File: src/rtl/fp_sqrt_sched.sv
// Shares one pipelined fp_sqrt among num_req requesters: round-robin issue, tag tracking
// through the fixed datapath latency, and a one-entry response buffer per requester.
module fp_sqrt_sched #(
    parameter int unsigned sig_width   = 23,
    parameter int unsigned ex_width    = 8,
    parameter int unsigned pipe_stages = 0,
    parameter int unsigned num_req     = 4,
    localparam int unsigned W          = sig_width + ex_width + 1
) (
    input  logic                 clk,
    input  logic                 reset,
    input  logic [num_req-1:0]   req_valid,
    output logic [num_req-1:0]   req_ready,
    input  logic [num_req*W-1:0] req_a,
    input  logic [num_req*3-1:0] req_round,
    output logic [num_req-1:0]   resp_valid,
    input  logic [num_req-1:0]   resp_ready,
    output logic [num_req*W-1:0] resp_z,
    output logic [num_req*8-1:0] resp_status,
    output logic [W-1:0]         sq_a,
    output logic [2:0]           sq_round,
    output logic                 sq_enable,
    output logic                 sq_resetn,
    input  logic [W-1:0]         sq_z,
    input  logic [7:0]           sq_status,
    output logic                 busy
);

    localparam int unsigned L   = pipe_stages;
    localparam int unsigned IDW = (num_req > 1) ? $clog2(num_req) : 1;

    logic [IDW-1:0]     ptr;
    logic [num_req-1:0] inflight;
    logic [num_req-1:0] elig;
    logic               grant;
    logic [IDW-1:0]     gid;
    logic [W-1:0]       a_arr   [num_req];
    logic [2:0]         rnd_arr [num_req];
    logic [W-1:0]       last_a;
    logic [2:0]         last_round;
    logic               exit_v;
    logic [IDW-1:0]     exit_id;
    int unsigned        idx;

    // Eligibility uses registered state only; nothing is granted while in reset.
    assign elig = req_valid & ~inflight & ~resp_valid & {num_req{~reset}};

    // Round-robin search starting at ptr.
    always_comb begin
        grant = 1'b0;
        gid   = '0;
        idx   = 0;
        for (int unsigned i = 0; i < num_req; i++) begin
            idx = (32'(ptr) + i) % num_req;
            if (!grant && elig[IDW'(idx)]) begin
                grant = 1'b1;
                gid   = IDW'(idx);
            end
        end
    end

    assign sq_a      = grant ? a_arr[gid] : last_a;
    assign sq_round  = grant ? rnd_arr[gid] : last_round;
    assign sq_enable = ~reset;
    assign sq_resetn = ~reset;
    assign busy      = (|inflight) | (|resp_valid);

    always_ff @(posedge clk) begin
        if (reset) begin
            ptr        <= '0;
            last_a     <= '0;
            last_round <= '0;
        end else if (grant) begin
            ptr        <= (gid == IDW'(num_req - 1)) ? '0 : gid + IDW'(1);
            last_a     <= a_arr[gid];
            last_round <= rnd_arr[gid];
        end
    end

    // Tag tracking: {valid, id} travels alongside the operand through the datapath.
    if (L == 0) begin : g_comb_tag
        assign exit_v  = grant;
        assign exit_id = gid;
    end else begin : g_pipe_tag
        logic [L-1:0]          tag_v;
        logic [L-1:0][IDW-1:0] tag_id;

        always_ff @(posedge clk) begin
            if (reset) begin
                tag_v  <= '0;
                tag_id <= '0;
            end else begin
                tag_v  <= L'({tag_v, grant});
                tag_id <= (L*IDW)'({tag_id, gid});
            end
        end

        assign exit_v  = tag_v[L-1];
        assign exit_id = tag_id[L-1];
    end

    for (genvar i = 0; i < num_req; i++) begin : g_req
        localparam logic [IDW-1:0] ID = IDW'(i);
        logic         hit_grant;
        logic         hit_exit;
        logic         rv;
        logic         inf;
        logic [W-1:0] z;
        logic [7:0]   st;

        assign a_arr[i]   = req_a[i*W +: W];
        assign rnd_arr[i] = req_round[i*3 +: 3];
        assign hit_grant  = grant && (gid == ID);
        assign hit_exit   = exit_v && (exit_id == ID);

        // A capture never meets a full buffer, so capture and release cannot collide.
        always_ff @(posedge clk) begin
            if (reset) begin
                rv  <= 1'b0;
                inf <= 1'b0;
                z   <= '0;
                st  <= '0;
            end else begin
                if (hit_grant) inf <= 1'b1;
                if (hit_exit)  inf <= 1'b0;
                if (rv && resp_ready[i]) rv <= 1'b0;
                if (hit_exit) begin
                    rv <= 1'b1;
                    z  <= sq_z;
                    st <= sq_status;
                end
            end
        end

        assign req_ready[i]         = hit_grant;
        assign inflight[i]          = inf;
        assign resp_valid[i]        = rv;
        assign resp_z[i*W +: W]     = z;
        assign resp_status[i*8 +: 8] = st;
    end

endmodule
File: config.mk
export PLATFORM = sky130hd
export DESIGN_NAME = fp_sqrt_sched
export DESIGN_NICKNAME = d
export VERILOG_FILES = /design/src/rtl/fp_sqrt_sched.sv
export SDC_FILE = /design/constraint.sdc
export NUM_CORES = 1
export LEC_CHECK = 0
export ABC_AREA = 1
export CORE_ASPECT_RATIO = 1.5
export CORE_MARGIN = 4
export CORE_UTILIZATION = 43
export DETAILED_ROUTE_END_ITERATION = 12
export GPL_ROUTABILITY_DRIVEN = 0
export PLACE_DENSITY = 0.81
export SLEW_MARGIN = 20
export SYNTH_ARGS = -nofsm -noshare
export SYNTH_HDL_FRONTEND = slang
export SYNTH_SLANG_ARGS = --single-unit
File: constraint.sdc
create_clock -name clk -period 5.7 [get_ports clk]
set_input_delay 1.71 -clock clk [delete_from_list [all_inputs] [get_ports clk]]
set_output_delay 1.71 -clock clk [all_outputs]
set_load 0.005 [all_outputs]
# Word level (Yosys, flattened, before mapping)
# Cells that the tools add are included.
# word_totals
reg_bits	201
in_bits	190
output_inout_bits	206
word_cells	85
# classes
n_addsub	4
magnitude_cmp	5
eq_ne	3
mux	33
bitwise_logic	5
n_reduce_logical	20
# ops
operator	count
$mux 32	3
$bmux 32 s2	1
$mux 1	16
$lt 2x3->1 const B	4
$logic_and 1x1->1	11
$mux 2	5
$mux 3	3
$and 4x4->4	2
$bmux 1 s2	4
$reduce_bool 2->1	4
$bmux 3 s2	1
$add 2x1->2 const B	2
$add 2x2->2 const B	2
$eq 2x2->1 const B	2
$not 4->4	1
$reduce_or 4->1	1
$ge 3x3->1 const B	1
$logic_not 1->1	3
$not 2->3	1
$eq 2x1->1 const B	1
$logic_not 2->1	1
$not 1->1	1

# Longest topological paths before layout
# Gate-level depths: netlist (run 1).
# depth
word_depth	20
depth_mapped	18
mapped_depth_nobuf	15

# Worst setup path before layout (run 1)
# OpenSTA, ideal clock, no wires.
# synth_timing
path_kind	input to output
from	input reset
to	output req_ready[2]
t_arrival_ns	3.660
required_time_ns	3.990
path_slack_ns	0.330
cell_stages	15
path_buffers	4
cell_sequence	buf_4 nor2_2 nand3_1 nand2_1 o21ai_4 nand4_1 nand3_1 nand2_2 inv_2 buf_4 ha_1 nand2_1 inv_1 clkbuf_1 buf_4
# synth_via
elab_chain_cells	16
word_cells_on_any_way	26
classes_between	1 x eq/ne; 16 x mux; 2 x bitwise; 7 x reduce/logical
# synth_rtl
item	line	rtl
start: declaration	11	input logic reset,
$not 1->1 (*)	46	assign elig = req_valid & ~inflight & ~resp_valid & {num_req{~reset}};
$and 4x4->4 (*)	46	
$bmux 1 s2	55	if (!grant && elig[IDW'(idx)]) begin
$mux 1 (not written as such)	55	
$mux 1	55	
$logic_not 1->1	55	
$logic_and 1x1->1	55	
$mux 1	55	
$logic_not 1->1	55	
$logic_and 1x1->1	55	
$mux 1	55	
$logic_not 1->1	55	
$logic_and 1x1->1	55	
$mux 2	55	
$eq 2x2->1	-	
$logic_and 1x1->1 (*)	-	
end: declaration	13	output logic [num_req-1:0] req_ready,
# Every way passes the cells marked *; elsewhere a longest branch is shown, timed or not. The select of a mux whose other input is x is not followed.

# Final worst setup path (run 1)
# layout_timing
from	input reset
to	output sq_a[20]
# layout_via
elab_chain_cells	19
word_cells_on_any_way	29
classes_between	20 x mux; 3 x bitwise; 6 x reduce/logical
# layout_rtl
item	line	rtl
$not 1->1 (*)	46	
$and 4x4->4 (*)	46	
$bmux 1 s2	55	
$mux 1 (not written as such)	55	
$mux 1	55	
$logic_not 1->1	55	
$logic_and 1x1->1	55	
$mux 1	55	
(+2 left out)	-	
$mux 1	55	
$logic_not 1->1	55	
$logic_and 1x1->1	55	
$mux 2	55	
$not 2->3 (not written as such)	62	assign sq_a = grant ? a_arr[gid] : last_a;
$bmux 32 s2	62	
$mux 32 (not written as such) (2 in series)	62	
$mux 32 (*)	62	
end: declaration	20	output logic [W-1:0] sq_a,
# Marks and branches as above.

==> results of run 1 <==
[worst reg2reg max path: stages (launching register included)]
cell	delay (ns)
dfxtp_1	0.63
inv_4	0.15
nand2_1	0.11
nand2_2	0.09
nand3_2	0.11
nand2_4	0.08
buf_4	0.15
nand4_4	0.15
nand3_4	0.19
buf_4	0.19
buf_4	0.12
inv_1	0.07
ha_1	0.14
nand2_1	0.07
inv_2	0.09
buf_4	0.45
nor2_1	0.11
nor2_1	0.14
[worst paths after layout]
| check | slack [ns] | end | from | depth (start not counted) |
|---|---|---|---|---|
| setup / recovery | -0.07 | sq_a[20] | reset | 16 |
| hold / removal | 0.48 | g_req[0].st[7] | g_req[0].st[7] | 2 |
| setup reg to reg | 2.60 | g_req[1].z[17] | ptr[0] | 17 |
| hold reg to reg | 0.48 | g_req[0].st[7] | g_req[0].st[7] | 2 |
[metal layers]
metal,track usage [%],part of all wire (%)
met1,27.7,35
met4,13.2,5.5
met5,0,0
met3,6.44,9.5
met2,46.6,50
[timing repair]
item | 4_1_cts | 5_1_grt
setup buffers | 5 | 8
gates cloned | 5 | 4
pin swaps | 7 | 4
setup endpoints to repair | 38 | 38
resized for setup | 19 | 44
hold endpoints to repair | 0 | 0
[placed cells by master, fill, tap and decap left out, drive strengths merged, types with 19 or more instances in the layout]
cell type      instances
clkdlybuf4s50        370
nor2                 359
dfxtp                201
inv                  190
o21ai                163
nand2                139
nand3                123
nand4                 74
buf                   69
or2                   35
clkbuf                34
dlymetal6s2s          19
[metrics by stage]
| stage | hold WS, ns | util, % |
|---|---|---|
| final | 0.480 | 68.8 |
| after global routing | 0.500 | 68.8 |
| after CTS | 0.485 | 67.3 |
| after detailed placement | 0.471 | 63.3 |
| after global placement | 0.461 | 63.3 |
| after floorplan | 0.467 | - |
[cell families after synthesis]
logic type	count (synthesis)	share of synthesized area [%]
AO/OA/AOI/OAI	169	9.10
adder cells (fa/ha/maj)	4	0.531
buffers and inverters	299	13.3
flip-flops	201	42.7
AND/OR/NAND/NOR	731	34.4
[cell type report]
type / instances / area [µm²] / share of cell area (%)
Timing Repair Buffer: 468 / 4890 / 32.9
Sequential cell: 201 / 4020 / 27.0
Clock buffer: 30 / 589 / 3.96
Clock inverter: 5 / 50.0 / 0.336
Tap cell: 272 / 340 / 2.29
Multi-Input combinational cell: 904 / 4260 / 28.6
Inverter: 191 / 728 / 4.89
[where the power goes]
| group | switching [W] | internal (W) | leakage (nW) |
|---|---|---|---|
| combinational | 0.00381 | 0.00346 | 4.90 |
| sequential | 0.000262 | 0.00195 | 1.66 |
| clock | 0.000543 | 0.000759 | 0.317 |
| total | 0.00462 | 0.00617 | 6.88 |
[flip-flops by register name, summed over array words and instances (netlist names)]
register,cells
g_req.z,128
g_req.st,32
last_a,32
ptr,2
last_round,3
g_req.rv,4
==> impl_results.md, run 1 <==
- Grt ovf: 0
- Leakage: 6.88 nW
- Synth Cell Area: 9420 µm²
- Kind of cell adding the most delay to the critical path: buffers and inverters
- Die height: 189 µm
- Worst path slowest cell: clkdlybuf4s50_1
- Post-synth EDFFs: 0
- CTS clk-pin slew, worst paths: 0.06 ns
- Layout cells sized above 1: 7.84%
- DP Area: 13700 µm²
- Final HPWL from detailed placement: 23400 µm
- PwrDens: 725 nW/µm²
- Finished Layout Cells: 2071
- Synth area leader: dfxtp_1
- Antenna violations before repair: 0
- I/O pin cnt: 396
- # port buffers: 395
- Area growth syn-to-layout: 58.0%
- TritonCTS Sinks: 201
- Setup ws final: -0.0723 ns
- Worst hold path class: reg2reg
- First-pass GRT wire length: 51600 µm
- Synthesized flop and latch total: 201
- Number of fill cells: 1726
- Slew of the pin with the lowest slew margin: 0.818 ns
- WP buf/inv: 6
- N_diodes: 0
- Net Count, Synth: 1598
- Crit start category: primary input
- Final Hold Vio Count: 0
- Most frequent cell after synthesis: nor2_1
- Ys flop type: dfxtp_1
- Slew Limit Fails: 0
- DRC violations left: 0
- Power, Total: 0.0108 W
- Clk_lat worst skew: 0.49 ns
- Nets@finish: 1980
- Max IR drop VDD: 0.578 mV
- Ys async rst share: 0%
- CTS tree: yes
- Core Area: 21600 µm²
- Final TNS setup: -0.181 ns
- Synth area leaders: dfxtp_1 (43%), nor2_1 (14%), o21ai_0 (8.6%), inv_1 (7.5%), nand3_1 (6.4%)
- Seq/Total Area, Yosys: 42.7%
- Max FO, Critical Path: 7
- Cell area after layout: 14900 µm²
- Synth top area share: 42.7%
- Part of the cycle the worst path needs: 101%
- Gate Count Post-Synth: 1404
- Critical Path, Cell by Cell: buf_4, nor2_4, nand3_2, nand3_2, nand2_4, buf_4, nand4_4, nand3_4, buf_4, buf_16, nand2_1, nand3_1, nand3_1, nand2_1, inv_1, clkdlybuf4s50_1
- Number of global-route vias before repair: 10.2k
- Avg Vias per Cell: 5.15
- Setup Crit Path Kind: in2out
- Initial DRC count: 662
- Critical Path Most Common Cell: buf_4
- Top cells by count, synth: nor2_1 (356), dfxtp_1 (201), inv_1 (187), o21ai_0 (162), nand2_1 (133)
- H-tree depth: 1
- GR Util All Layers: 26.0%
- CP Data Required Time: 3.99 ns
- Setup Slack @ Placement: -0.137 ns
- Clock Tree Buf Depth: 3
- Worst EP arrival: 4.06 ns
- DRT Pass-1 Iters: 5
- Status: complete, but fails checks
- Die W: 129 µm
- Peak Freq: 173 MHz
- Routed len/inst: 16.4 µm
- Total CTS buffers: 20
- Routed wire length: 34100 µm
- CP Capture Type: primary output
- Die area: 24400 µm²
- Final Critical Period: 5.77 ns
- Final setup viols: 6
- FP Rows: 66
- Clock Tree Root: clkbuf_16
- Violated checks: negative setup slack
- Max-Cap Viols: 0
- CP peak stage delay: 0.51 ns
- Dpl cells: 2014
- Rel. slew slack: 45.5%
- Starting Density: 43.5%
- RSZ-0062 raised after global routing: yes
- Pin count of the biggest net entering global routing: 145
- Vias: 10.7k
- Max Clock Skew: 0.00874 ns
- Post-route ant nets: 0
- Netlist cell types: 25
- Hold_buf cts: 0
- YS warnings: 0
- Syn Area/Cell: 6.71 µm²
No activity file was read; power rests on OpenSTA's default activity.
==> inputs of run 2 (changes only) <==
--- a/config.mk
+++ b/config.mk
@@ -11,8 +11,9 @@
 export CORE_UTILIZATION = 43
 export DETAILED_ROUTE_END_ITERATION = 12
 export GPL_ROUTABILITY_DRIVEN = 0
+export HOLD_SLACK_MARGIN = 0.1
 export PLACE_DENSITY = 0.81
-export SLEW_MARGIN = 20
+export SLEW_MARGIN = 25
 export SYNTH_ARGS = -nofsm -noshare
 export SYNTH_HDL_FRONTEND = slang
 export SYNTH_SLANG_ARGS = --single-unit
==> results of run 2 <==
The final DEF is identical to that of run 1; final timing and power are the same.
==> inputs of run 3 (changes only) <==
--- a/config.mk
+++ b/config.mk
@@ -12,7 +12,7 @@
 export DETAILED_ROUTE_END_ITERATION = 12
 export GPL_ROUTABILITY_DRIVEN = 0
 export HOLD_SLACK_MARGIN = 0.1
-export PLACE_DENSITY = 0.81
+export PLACE_DENSITY = 0.89
 export SLEW_MARGIN = 25
 export SYNTH_ARGS = -nofsm -noshare
 export SYNTH_HDL_FRONTEND = slang
==> run 3 against run 2 <==
Net effect: the run still ends with negative setup slack left; utilization up 0.37 points; clock skew up 0.0011 ns; clock power down 5%; power up 1.5%; combinational power up 3.0%; via count up 4.9%; non-clock buffer count up 1; design area up 0.54%; worst hold slack better by 0.0011 ns; register-to-register slack worse by 0.10 ns; global-route usage up 2.8 points; critical path type unchanged.
==> impl_results.md, run 3 (synthesized netlist as in run 1, its figures left out) <==
- Status: complete, but fails checks (unchanged)
- Violated checks: negative setup slack (unchanged)
- Max FO, Critical Path: 6 (was 7)
- Max reg flops: 128 (unchanged)
- CTS clk-pin slew, worst paths: 0.06 ns (about the same)
- Cell area after layout: 15000 µm² (was 14900 µm²)
- Worst hold path class: reg2reg (unchanged)
- Switching pwr: 0.00486 W (was 0.00462 W)
- Grt ovf: 0 (unchanged)
- Vias: 11.2k (was 10.7k)
- Number of global-route vias before repair: 11.1k (was 10.2k)
- Dpl cells: 2021 (was 2014)
- Most frequent cells in the layout: clkdlybuf4s50_1 (372), nor2_1 (355), dfxtp_1 (201), inv_1 (187), o21ai_0 (161) (was clkdlybuf4s50_1 (370), nor2_1 (355), dfxtp_1 (201), inv_1 (185), o21ai_0 (162))
- Routed len/inst: 18.0 µm (was 16.4 µm)
- Starting Density: 43.5% (unchanged)
- Pin count of the biggest net entering global routing: 110 (was 145)
- CTS tree: yes (unchanged)
- Area growth syn-to-layout: 58.8% (was 58.0%)
- Routed wire length: 37300 µm (was 34100 µm)
- Clock Tree Buf Depth: 3 (unchanged)
- Crit start category: primary input (unchanged)
- DRC violations left: 0 (unchanged)
- I/O pin cnt: 396 (unchanged)
- Slew of the pin with the lowest slew margin: 0.873 ns (was 0.818 ns)
- Final setup viols: 6 (unchanged)
- Core Area: 21600 µm² (unchanged)
- TritonCTS Sinks: 201 (unchanged)
- Max-Cap Viols: 0 (unchanged)
- Setup ws final: -0.0310 ns (was -0.0723 ns)
- First-pass GRT wire length: 56600 µm (was 51600 µm)
- Die height: 189 µm (unchanged)
- GR Util All Layers: 28.7% (was 26.0%)
- CP Data Required Time: 3.99 ns (about the same)
- RSZ-0062 raised after global routing: yes (unchanged)
- # port buffers: 395 (unchanged)
- Rel. slew slack: 41.8% (was 45.5%)
- FP Rows: 66 (unchanged)
- Final HPWL from detailed placement: 25100 µm (was 23400 µm)
- Avg Vias per Cell: 5.40 (was 5.15)
- Internal: 0.00609 W (was 0.00617 W)
- Finished Layout Cells: 2071 (unchanged)
- Comb pwr share: 68.4% (was 67.4%)
- Max IR drop VDD: 0.522 mV (was 0.578 mV)
- Die area: 24400 µm² (unchanged)
- Antenna violations before repair: 0 (unchanged)
- Die W: 129 µm (unchanged)
- PwrDens: 732 nW/µm² (was 725 nW/µm²)
- Post-route ant nets: 0 (unchanged)
- Setup Crit Path Kind: in2out (unchanged)
- DRT Pass-1 Iters: 5 (unchanged)
- Seq pwr share: 20.3% (was 20.5%)
- Slew Limit Fails: 0 (unchanged)
- Worst EP arrival: 4.02 ns (was 4.06 ns)
- Clock Tree Root: clkbuf_16 (unchanged)
- CP Capture Type: primary output (unchanged)
- Layout cells sized above 1: 8.29% (was 7.84%)
- DP Area: 13800 µm² (was 13700 µm²)
- H-tree depth: 1 (unchanged)
- Leakage: 6.89 nW (was 6.88 nW)
- Reg with most FFs: g_req.z (unchanged)
- Nets@finish: 1980 (unchanged)
- Final Hold Vio Count: 0 (unchanged)
- Peak Freq: 174 MHz (was 173 MHz)
- Part of the cycle the worst path needs: 101% (about the same)
- Most common cell after layout, fill and taps aside: clkdlybuf4s50_1 (unchanged)
- Total CTS buffers: 19 (was 20)
- Clock power share: 11.3% (was 12.1%)
- Final Critical Period: 5.73 ns (was 5.77 ns)
- Sw Ratio: 44.4% (was 42.8%)
- Initial DRC count: 711 (was 662)
- Number of fill cells: 1519 (was 1726)
- Max Clock Skew: 0.00983 ns (was 0.00874 ns)
- Largest registers: g_req.z: 128 flops, g_req.st: 32 flops, last_a: 32 flops (unchanged)
- Clk_lat worst skew: 0.49 ns (about the same)
- Utilization after layout: 69.2% (was 68.8%)
run 3: changes by cell type in the layout (fill, tap and decap cells not counted), moves of 4 or more:
| cell | before | now |
|---|---|---|
| buf_6 | 3 | 7 |
| nand2_2 | 6 | 14 |
| dlymetal6s2s_1 | 19 | 15 |
| nand2_1 | 129 | 122 |
| buf_4 | 49 | 42 |
| clkbuf_16 | 25 | 19 |
run 3: per-layer routing:
metal	up-vias	track usage, %	share of wire [%]
met4	0	17.5	7.2
li1	5162	-	-
met1	5076	31.0	33
met2	766	50.6	49
met3	177	5.90	11
met5	-	0	0
run 3: final cells by class:
cell class / instances / area, µm² / area share (%)
diodes: 1 / 2.50 / 0.0167
clock buffers: 26 / 522 / 3.49
clock inverters: 7 / 70.1 / 0.468
inverters: 191 / 726 / 4.85
multi-input cells: 904 / 4300 / 28.8
flip-flops and latches: 201 / 4020 / 26.9
well taps: 272 / 340 / 2.27
repair buffers: 469 / 4970 / 33.2
run 3: power by group through the flow:
stage / combinational (W) / sequential, W / clock (W)
6_report: 0.00749 / 0.00222 / 0.00124
5_1_grt: 0.00816 / 0.00227 / 0.00130
4_1_cts: 0.00731 / 0.00221 / 0.00125
3_5_place_dp: 0.00684 / 0.00223 / 0
3_3_place_gp: 0.00665 / 0.00220 / 0
2_1_floorplan: 0.00351 / 0.00222 / 0
run 3: worst paths after layout:
kind | startpoint | to | slack (ns) | depth (start not counted)
hold reg to reg | g_req[0].z[23] | g_req[0].z[23] | 0.48 | 2
setup / recovery | req_valid[0] | sq_a[23] | -0.03 | 15
hold / removal | g_req[0].z[23] | g_req[0].z[23] | 0.48 | 2
setup reg to reg | ptr[0] | g_req[2].z[19] | 2.50 | 15
run 3: worst max-delay path, stage by stage:
cell and delay [ns]:
dlygate4sd2_1 0.28, nand3_2 0.12, nand2_4 0.07, o21ai_4 0.20, buf_6 0.14, nand3_4 0.14, buf_12 0.21, buf_16 0.13
buf_4 0.13, nand4_1 0.08, nand3_1 0.10, nand3_2 0.08, nand2_1 0.07, inv_1 0.05, clkdlybuf4s50_1 0.49
run 3: repair_timing:
| action | CTS | global route |
|---|---|---|
| endpoints found under the setup margin | 38 | 36 |
| pin swaps | 7 | 4 |
| hold buffers | 0 | 0 |
| buffers inserted | 3 | 4 |
| resized for setup | 32 | 46 |
| gates cloned | 9 | 0 |
run 3: stage by stage:
stage / TNS, ns / power, W / worst slack [ns] / hold WS, ns
detailed placement: -5.47 / 0.00907 / -0.204 / 0.471
finish: -0.109 / 0.0110 / -0.0310 / 0.482
global placement: -2.95 / 0.00885 / -0.137 / 0.460
global route: -1.93 / 0.0117 / -0.146 / 0.503
CTS: 0 / 0.0108 / 0.00563 / 0.486
floorplan: 0 / 0.00573 / 0.330 / 0.467
